===== src/rtl/arbitro_rr4_if.sv =====
// Request/grant bundle between four requesters and the round-robin arbiter.
// The master side drives requests and the release strobe; the slave side
// (the arbiter) returns the grant vector and its status flags.
interface arbitro_rr4_if;
    logic [3:0] solicitud;
    logic       fin;
    logic [3:0] concesion;
    logic [1:0] indice;
    logic       ocupado;
    logic       expulsion;

    modport master (
        output solicitud,
        output fin,
        input  concesion,
        input  indice,
        input  ocupado,
        input  expulsion
    );

    modport slave (
        input  solicitud,
        input  fin,
        output concesion,
        output indice,
        output ocupado,
        output expulsion
    );
endinterface


===== src/rtl/arbitro_rr4.sv =====
// Four-way round-robin arbiter with an explicit release handshake, a
// one-cycle dead gap between owners and optional timeout preemption.
// All outputs come straight from registers through a 2-to-4 decode, so no
// input ever reaches the grant vector combinationally.
module arbitro_rr4 #(
    parameter int TIEMPO_MAX = 15,
    parameter int ANCHO_CONT = 4
) (
    input  logic          reloj,
    input  logic          reset,
    arbitro_rr4_if.slave  bus
);

    typedef enum logic [1:0] {
        LIBRE     = 2'b00,
        CONCEDIDO = 2'b01,
        PAUSA     = 2'b10
    } estado_t;

    // Hold-counter value seen during the last permitted grant cycle; the
    // counter is 0 in the first grant cycle, so matching TIEMPO_MAX-1 means
    // the owner has held the resource for exactly TIEMPO_MAX cycles.
    localparam logic [ANCHO_CONT-1:0] LIMITE =
        ANCHO_CONT'((TIEMPO_MAX == 0) ? 0 : TIEMPO_MAX - 1);
    localparam logic EXPULSION_ACTIVA = (TIEMPO_MAX != 0);

    estado_t               estado,    estado_sig;
    logic [1:0]            indice,    indice_sig;
    logic [ANCHO_CONT-1:0] contador,  contador_sig;
    logic                  expulsion, expulsion_sig;

    logic [3:0] mascara_dueno;
    logic [2:0] ganador;
    logic       libera_fin;
    logic       libera_baja;
    logic       libera_tiempo;
    logic       libera;

    // One-hot decode of a 2-bit index.
    function automatic logic [3:0] decodifica(input logic [1:0] idx);
        return 4'b0001 << idx;
    endfunction

    // Round-robin search: scan requests starting just after the last owner,
    // ascending with wrap. Bit 2 of the result flags that a winner exists,
    // bits 1:0 carry its index. The last owner is visited last, which gives
    // the released requester the lowest priority.
    function automatic logic [2:0] busca_ganador(input logic [3:0] sol,
                                                 input logic [1:0] ultimo);
        logic [2:0] res;
        logic [1:0] cand;
        res = 3'b000;
        for (int k = 1; k <= 4; k++) begin
            cand = ultimo + 2'(k);
            if (!res[2] && sol[cand]) begin
                res = {1'b1, cand};
            end
        end
        return res;
    endfunction

    // Saturating increment so a long-lived owner never wraps the counter
    // back into the preemption window.
    function automatic logic [ANCHO_CONT-1:0] incrementa_sat(
        input logic [ANCHO_CONT-1:0] valor);
        return (&valor) ? valor : valor + 1'b1;
    endfunction

    assign mascara_dueno = decodifica(indice);
    assign ganador       = busca_ganador(bus.solicitud, indice);

    // Release causes while granted: explicit Fin, owner withdrawing its
    // request, or timeout with at least one other requester waiting.
    assign libera_fin    = bus.fin;
    assign libera_baja   = ~|(bus.solicitud & mascara_dueno);
    assign libera_tiempo = EXPULSION_ACTIVA
                         && (contador == LIMITE)
                         && (|(bus.solicitud & ~mascara_dueno));
    assign libera        = libera_fin || libera_baja || libera_tiempo;

    // State register; reset parks the pointer at 3 so requester 0 is first.
    always_ff @(posedge reloj or posedge reset) begin
        if (reset) begin
            estado    <= LIBRE;
            indice    <= 2'b11;
            contador  <= '0;
            expulsion <= 1'b0;
        end else begin
            estado    <= estado_sig;
            indice    <= indice_sig;
            contador  <= contador_sig;
            expulsion <= expulsion_sig;
        end
    end

    // Next-state logic: arbitrate in LIBRE/PAUSA, hold or release in
    // CONCEDIDO. Expulsion is only raised for a pure timeout release.
    always_comb begin
        estado_sig    = estado;
        indice_sig    = indice;
        contador_sig  = contador;
        expulsion_sig = 1'b0;
        case (estado)
            LIBRE, PAUSA: begin
                if (ganador[2]) begin
                    indice_sig   = ganador[1:0];
                    contador_sig = '0;
                    estado_sig   = CONCEDIDO;
                end else begin
                    estado_sig   = LIBRE;
                end
            end
            CONCEDIDO: begin
                if (libera) begin
                    estado_sig    = PAUSA;
                    expulsion_sig = libera_tiempo && !libera_fin && !libera_baja;
                end else begin
                    contador_sig  = incrementa_sat(contador);
                end
            end
            default: begin
                estado_sig = LIBRE;
            end
        endcase
    end

    assign bus.ocupado   = (estado == CONCEDIDO);
    assign bus.concesion = bus.ocupado ? mascara_dueno : 4'b0000;
    assign bus.indice    = indice;
    assign bus.expulsion = expulsion;

endmodule


===== src/flat_wrapper.sv =====
// flat-port wrapper written by rule: the top's interface ports become plain ports
module arbitro_rr4_flat 
#(
    parameter int TIEMPO_MAX = 15,
    parameter int ANCHO_CONT = 4
)
  (reloj, reset, bus_solicitud, bus_fin, bus_concesion, bus_indice, bus_ocupado, bus_expulsion);
  arbitro_rr4_if bus_i ();
  input  logic reloj;
  input  logic reset;
  input wire logic [$bits(bus_i.solicitud)-1:0] bus_solicitud;
  input wire logic [$bits(bus_i.fin)-1:0] bus_fin;
  output wire logic [$bits(bus_i.concesion)-1:0] bus_concesion;
  output wire logic [$bits(bus_i.indice)-1:0] bus_indice;
  output wire logic [$bits(bus_i.ocupado)-1:0] bus_ocupado;
  output wire logic [$bits(bus_i.expulsion)-1:0] bus_expulsion;
  assign bus_i.solicitud = bus_solicitud;
  assign bus_i.fin = bus_fin;
  assign bus_concesion = bus_i.concesion;
  assign bus_indice = bus_i.indice;
  assign bus_ocupado = bus_i.ocupado;
  assign bus_expulsion = bus_i.expulsion;
  arbitro_rr4 #(.TIEMPO_MAX(TIEMPO_MAX), .ANCHO_CONT(ANCHO_CONT)) u_core (.reloj(reloj), .reset(reset), .bus(bus_i));
endmodule

===== config.mk =====
export PLATFORM = sky130hd
export DESIGN_NAME = arbitro_rr4_flat
export DESIGN_NICKNAME = d
export VERILOG_FILES = /design/src/rtl/arbitro_rr4_if.sv /design/src/rtl/arbitro_rr4.sv /design/src/flat_wrapper.sv
export SDC_FILE = /design/constraint.sdc
export NUM_CORES = 1
export LEC_CHECK = 0
export CAP_MARGIN = 0
export CORE_UTILIZATION = 30
export DETAILED_ROUTE_END_ITERATION = 8
export DONT_BUFFER_PORTS = 1
export GPL_TIMING_DRIVEN = 0
export SLEW_MARGIN = 40
export SYNTH_ARGS = -nofsm -noshare
export SYNTH_HDL_FRONTEND = slang
export SYNTH_SLANG_ARGS = --single-unit

===== constraint.sdc =====
create_clock -name reloj -period 2.41 [get_ports reloj]
set_input_delay 0.3615 -clock reloj [delete_from_list [all_inputs] [get_ports reloj]]
set_output_delay 0.3615 -clock reloj [all_outputs]
set_load 0.01 [all_outputs]

**Yosys cells after proc, flatten, opt, wreduce, memory -nomap -nowiden**

Cells that the tools add are included.

- Register bits: 9
- Output and inout bits: 8

- Shift operators: 1
- Magnitude comparators: 4
- Eq/ne operators: 7
- Reduce and logical (&&, ||, !) cells: 21
- Bitwise logic cells: 4
- Add/sub/neg operators: 4
- Multiplexer cells: 22

Operators by type and width:

| cell | number |
|---|---|
| $mux W4 | 4 |
| $lt A2 B3 Y1 const B | 4 |
| $mux W3 | 4 |
| $and A4 B4 Y4 | 2 |
| $bmux W1 S2 | 4 |
| $pmux W4 S2 | 1 |
| $reduce_and A4 Y1 | 2 |
| $reduce_or A4 Y1 | 2 |
| $mux W1 | 7 |
| $logic_and A1 B1 Y1 | 6 |
| $ne A2 B2 Y1 const B | 3 |
| $logic_not A1 Y1 | 5 |
| $add A2 B2 Y2 const B | 2 |
| $add A4 B1 Y4 const B | 1 |
| $eq A4 B4 Y1 const B | 1 |
| $not A4 Y4 | 1 |
| $pmux W2 S2 | 1 |
| $shl A1 B2 Y4 const A | 1 |
| $reduce_and A3 Y1 | 1 |
| $add A2 B1 Y2 const B | 1 |
| $eq A2 B1 Y1 const B | 1 |
| $eq A2 B2 Y1 const B | 1 |
| $logic_not A2 Y1 | 1 |
| $logic_or A1 B1 Y1 | 2 |
| other kinds (5) | 5 |

**Longest topological paths before layout**

Gate-level depths: netlist of the first run.

- Word-level depth: 15
- Depth in mapped cells: 7
- Mapped depth without buffers: 6

**Worst setup path before layout of the first run**

Ideal clock, no wire load.

- Kind: register to register
- Start: register (tool-made name)
- End: register u_core.contador[1]
- Arrival time: 1,915 ps
- Setup slack: 392 ps
- Stages on the path, launching flop included: 8
- Period minus slack after synthesis: 2,018 ps
- Setup time: 104 ps
- Cell sequence: dfstp_2 -> buf_6 -> inv_1 -> ha_1 -> mux4_1 -> o31ai_2 -> o311ai_1 -> o41ai_2

RTL lines:

| item | RTL line | source |
|---|---|---|
| to (signal assigned) | arbitro_rr4.sv:91 | `contador <= contador_sig;` |
| to (decl) | arbitro_rr4.sv:29 | `logic [ANCHO_CONT-1:0] contador, contador_sig;` |

==> results.toml, run 1 <==
[setup_path]
rrSetupSlack_ps = 160
arrival_ps = 2400
worstPathRequired_ps = 2560
critPathLaunchType = "flop"
endpoint = "u_core.contador[1]"
worstSetupPathType = "flop to flop"
slowest_delay_ps = 620
end_kind = "flop"
ff2ff_path_depth = 7
crit_fanout = 9
cp_slowest_cell = "dfstp_2"
r2r_end = "u_core.contador[1]"
crit_chain = "buf_6 -> inv_1 -> ha_1 -> mux4_1 -> o31ai_2 -> o311ai_1 -> o41ai_2"

[cells_and_area]
layout-drive-gt1-share_pct = 23.2
layout.cells.non_filler = 112
nFillCells = 264
area_growth_pct = 8.64
diodes = 0
final_nets = 97

[synth]
synth_top_family_by_area = "compound AO/OA/AOI/OAI gates"
seq_area_frac_synth_pct = 26.6
synth_compound_area_share_pct = 26.8
synth_xor_area_share_pct = 2.05
postSynth.asyncResetShare_pct = 100
ys_ff_latch = 9
syn-cell-area_um2 = 855
syn_nets = 91
ys_warn_count = 0
synth_simple_gate_area_share_pct = 14.5
synth_largest_area_cell = "dfrtp_1"
avgSynthCellArea_um2 = 11.1
synth_edf_count = 0
muxShareOfSynthArea_pct = 15.4
synth_top_area_share_pct = 20.5
synthAdderAreaFrac_pct = 10.2
syn_inst = 77
synthFlopType = "dfrtp_1"
ys_top_cells_by_area = "dfrtp_1 (20%), ha_1 (10%), mux4_1 (9.2%), dfstp_2 (6.1%), mux2i_1 (3.5%)"
synth.distinct_cells = 38

[timing]
setup_tns_ps = 0
setup_viol = 0
worstMarginPinSlew_ps = 663
final-hold-violation-count = 0
hold-worst-slack_ps = 273
period_needed_ps = 2250
drv_slew = 0
final.setup.worst_slack_ps = 158
rsz0062_at_grt = "no"
fin_crit_sh_pct = 93.5
fmax_mhz = 444
skew_ps = 3.48
slew-limit-headroom_pct = 55.2

[global_route]
grt_pass1_vias = 668
antenna_found_initial = 0
overflow = 0
grt_pass1_wl_um = 3060
grt_max_degree = 10
grt_usage_pct = 12.3

[clocking]
cts_buffers = 3
cts_buffer_depth = 2
insertion_delay_ps = 260
cts_tree = "yes"
path_clk_slew_ps = 60
cts_sinks = 9
root_buffer = "clkbuf_4"
h-tree-depth = 1
postCtsResizedCells = 0

[floorplan]
start_util_pct = 33.0
io_pins = 15
dieArea_um2 = 3070
fp.coreArea_um2 = 2590
die_w_um = 55.4
dieHeight_um = 55.4
rows = 18

[placed_design]
gp_congestion = 0.784
pre_cts_slack_ps = 154
placedCellCount = 107
place.port_buffers = 0
dp_hpwl_um = 1360

[power_and_ir_drop]
switching_share_pct = 44.6
power.leakage_nw = 0.393
p_int_w = 0.000574
peakVddDrop_mv = 0.550
cellPowerDensity_nw_per_um2 = 1120
clkPwrFrac_pct = 10.9
power_switching_w = 0.000463
combPwrFrac_pct = 59.9
seqPwrFrac_pct = 29.2

[worst_hold_path]
hold_start = "bus_fin"
hold_path.class = "input port to flop"

[route]
wl_per_cell_um = 15.9
final_antenna_net_count = 0
wl_met3_um = 89
drtPass1Iterations = 4
drtIter0Drc = 33
wl_met2_um = 812
vias_per_cell = 5.76
drc = 0
m1WireLength_um = 864
route.vias.total = 645
routed_wl_um = 1780
dr.max_layer_used = "met4"

[run_status]
run_status = "complete, no violations"

[job]
maxCapViolCount = 0
==> cell type report <==
class	instances	area (um2)	area share, %
multi-input cells	60	589	63.5
plain buffers	1	11.3	1.21
well taps	30	37.5	4.04
repair buffers	1	10.0	1.08
clock buffers	4	26.3	2.83
inverters	7	26.3	2.83
flip-flops and latches	9	228	24.5
==> power by group through the flow <==
stage	logic, W	registers [W]	clock network, W
6_report	0.000621	0.000302	0.000113
5_1_grt	0.000696	0.000312	0.000130
4_1_cts	0.000623	0.000302	0.000118
3_5_place_dp	0.000617	0.000304	0
3_3_place_gp	0.000599	0.000302	0
2_1_floorplan	0.000522	0.000283	0
==> cells in the mapped netlist (2+ instances only) <==
master and number:
nor2_1 2, dfstp_2 2, a21oi_1 3, or2b_2 2, and2_1 4, o21ai_0 5, ha_1 7, dfrtp_1 7
mux4_1 3, a22oi_2 2, mux2i_1 3, nor2b_1 3, o22ai_1 2, inv_1 7, nand3_1 2
==> worst max-delay path, delay by kind of cell (launching register included) <==
family                     cells  cell delay (ps)
AOI/OAI and AO/OA              3              610
adders and majority gates      1              350
buffers and inverters          2              250
DFF                            1              620
muxes                          1              320
==> stage by stage <==
| stage | power [W] | instance area [um2] | util [%] |
|---|---|---|---|
| 2_1_floorplan | 0.000805 | 855 | - |
| 6_report | 0.00104 | 928 | 35.8 |
| 3_3_place_gp | 0.000901 | 892 | 34.4 |
| 5_1_grt | 0.00114 | 928 | 35.8 |
| 3_5_place_dp | 0.000921 | 892 | 34.4 |
| 4_1_cts | 0.00104 | 928 | 35.8 |
==> worst min-delay path by stage <==
| stage | end | slack [ps] | cells past startpoint |
|---|---|---|---|
| CTS | u_core.estado[1] | 270 | 2 |
| floorplan | u_core.bus.expulsion | 190 | 1 |
| detailed placement | u_core.bus.expulsion | 240 | 1 |
| global route | u_core.bus.expulsion | 300 | 2 |
| global placement | u_core.bus.expulsion | 230 | 1 |
| finish | u_core.estado[1] | 270 | 2 |
==> cell families (layout without fill, tap and decap cells) <==
family,count (synthesis),in the layout
xor gates and xnor gates,2,2
muxes,7,7
buffers and inverters,8,13
AOI/OAI and AO/OA,25,25
adders and majority gates,7,7
and+or+nand+nor,19,19
DFF,9,9
==> layout by cell type (no fill, tap or decap), types with 3 or more instances in the layout <==
master / count
nor2b_1: 3
o21ai_0: 5
inv_1: 7
clkbuf_4: 3
mux2i_1: 3
a21oi_1: 3
dfrtp_1: 7
and2_1: 4
mux4_1: 3
ha_1: 7
==> what timing repair did <==
item,4_1_cts,5_1_grt
buffers inserted,0,0
endpoints found under the setup margin,0,0
hold endpoints to repair,7,0
hold buffers,1,0
==> layer usage <==
layer  vias to the layer above  global-route usage, %
li1                        307                      -
met1                       318                   16.6
met2                        18                   18.2
met3                         2                   3.04
met4                         0                   6.07
met5                         -                      0
Note: power is estimated with default switching activity, not from simulation.
==> inputs of run 2 (changes only) <==
--- a/config.mk
+++ b/config.mk
@@ -6,10 +6,14 @@
 export NUM_CORES = 1
 export LEC_CHECK = 0
 export CAP_MARGIN = 0
+export CELL_PAD_IN_SITES_DETAIL_PLACEMENT = 1
+export CELL_PAD_IN_SITES_GLOBAL_PLACEMENT = 1
+export CORE_ASPECT_RATIO = 1.1
 export CORE_UTILIZATION = 30
 export DETAILED_ROUTE_END_ITERATION = 8
 export DONT_BUFFER_PORTS = 1
 export GPL_TIMING_DRIVEN = 0
+export PLACE_DENSITY_LB_ADDON = 0.1
 export SLEW_MARGIN = 40
 export SYNTH_ARGS = -nofsm -noshare
 export SYNTH_HDL_FRONTEND = slang
==> run 2 against run 1 <==
Effect of this change:
- worst hold slack better by 13 ps
- die area hardly changed
- sequential cell count stayed put
- worst setup slack better by 32 ps
- combinational power rose by 4.2%
- register-to-register slack better by 30 ps
- first-iteration DRC count fell by 100%
- non-clock buffer count stayed put
- critical endpoint unchanged
- largest cell class unchanged
- highest routed layer unchanged
==> results.toml, run 2 (synthesis gave the netlist of run 1 again) <==
[clocking]
insertion_delay_ps = 260
root_buffer = "clkbuf_4"
path_clk_slew_ps = 60
cts_setup_buffers = 0
cts_tree = "yes"
cts_buffers = 3
cts_buffer_depth = 2
cts_sinks = 9
h-tree-depth = 1

[global_route]
overflow = 0
grtUsageMet1_pct = 18.3
antenna_found_initial = 0
busiest_layer = "met2"
grt_usage_pct = 14.1
grt_pass1_wl_um = 3110
grt_max_degree = 10
met2_usage_pct = 23.7
grt_pass1_vias = 657
met3_usage_pct = 1.57

[setup_path]
worstSetupPathType = "flop to flop"
crit_cells = 7
crit_fanout = 9
slowest_delay_ps = 630
endpoint = "u_core.contador[1]"
rrSetupSlack_ps = 190
critPathLaunchType = "flop"
cp_slowest_cell = "dfstp_2"
arrival_ps = 2380
end_kind = "flop"
critPathBufInv = 2
worstPathRequired_ps = 2570
critical_path.top_delay_family = "flip-flops"
r2r_end = "u_core.contador[1]"
crit_chain = "buf_6 -> inv_1 -> ha_1 -> mux4_1 -> o31ai_4 -> o311ai_1 -> o41ai_2"
ff2ff_path_depth = 7

[floorplan]
die_w_um = 52.9
fp.coreArea_um2 = 2590
rows = 19
dieArea_um2 = 3070
io_pins = 15
dieHeight_um = 58.0
start_util_pct = 33.0

[placed_design]
placedCellCount = 108
place.port_buffers = 0
gp_congestion = 0.736
dp_hpwl_um = 1510

[route]
vias_per_cell = 5.49
drtPass1Iterations = 1
routed_wl_um = 1890
wl_per_cell_um = 16.7
route.vias.total = 620
final_antenna_net_count = 0
drc = 0
drtIter0Drc = 0

[run_status]
run_status = "complete, no violations"

[timing]
drv_slew = 0
skew_ps = 1.42
setup_tns_ps = 0
period_needed_ps = 2220
final-hold-violation-count = 0
worstMarginPinSlew_ps = 510
rsz0062_at_grt = "no"
setup_viol = 0
slew-limit-headroom_pct = 65.6
fin_crit_sh_pct = 92.1
fmax_mhz = 450

[power_and_ir_drop]
power.leakage_nw = 0.397
peakVddDrop_mv = 0.465
cellPowerDensity_nw_per_um2 = 1130

[job]
maxCapViolCount = 0

[cells_and_area]
multi_input_area_um2 = 606
final_nets = 97
area_growth_pct = 10.7
nFillCells = 304
layout.cells.non_filler = 113
layout_common_cells = "inv_1 (7), ha_1 (7), dfrtp_1 (7)"
seqCellArea_um2 = 228
diodes = 0
layout-drive-gt1-share_pct = 24.4

[worst_hold_path]
hold_path.class = "input port to flop"
-- run 2: cell counts in the layout (fill, tap and decap cells not counted) --
No cell type changed its count.
-- run 2: layout make-up --
class / instances / area share (%)
flip-flops and latches: 9 / 24.1
plain buffers: 1 / 1.19
inverters: 7 / 2.78
multi-input cells: 60 / 64.0
clock buffers: 4 / 2.78
well taps: 31 / 4.10
repair buffers: 1 / 1.06
-- run 2: worst min path at each step --
stage	from	end	slack [ps]	cells past startpoint
CTS	bus_fin	u_core.estado[1]	280	2
global route	bus_fin	u_core.estado[1]	280	2
finish	bus_fin	u_core.estado[1]	290	2
global placement	reset	u_core.contador[0]	250	1
detailed placement	reset	u_core.contador[0]	250	1
floorplan	reset	u_core.bus.expulsion	190	1
-- run 2: routing by layer --
metal  part of all wire, %  routed length [um]
met4                  0.74                  14
met1                    46                 862
met3                   3.2                  60
met5                     0                   0
met2                    50                 947
-- run 2: through the flow --
stage	instance area, um2	setup WS, ps	hold WS (ps)	utilization [%]	total power [W]
final	946	190	286	36.5	0.00107
after global routing	946	34.7	284	36.5	0.00117
after CTS	930	102	282	35.9	0.00106
after detailed placement	893	128	252	34.5	0.000935
after global placement	893	150	253	34.5	0.000925
after floorplan	855	392	188	-	0.000805
-- run 2: timing repair --
item / 4_1_cts / 5_1_grt
hold buffers: 1 / 0
hold endpoints to repair: 7 / 0
gates resized for setup: 0 / 1
setup endpoints to repair: 0 / 1
-- run 2: power by group --
part | internal, W | switching [W]
Combinational | 0.000302 | 0.000345
Clock | 0.0000638 | 0.0000520
Sequential | 0.000219 | 0.0000853
Total | 0.000586 | 0.000482
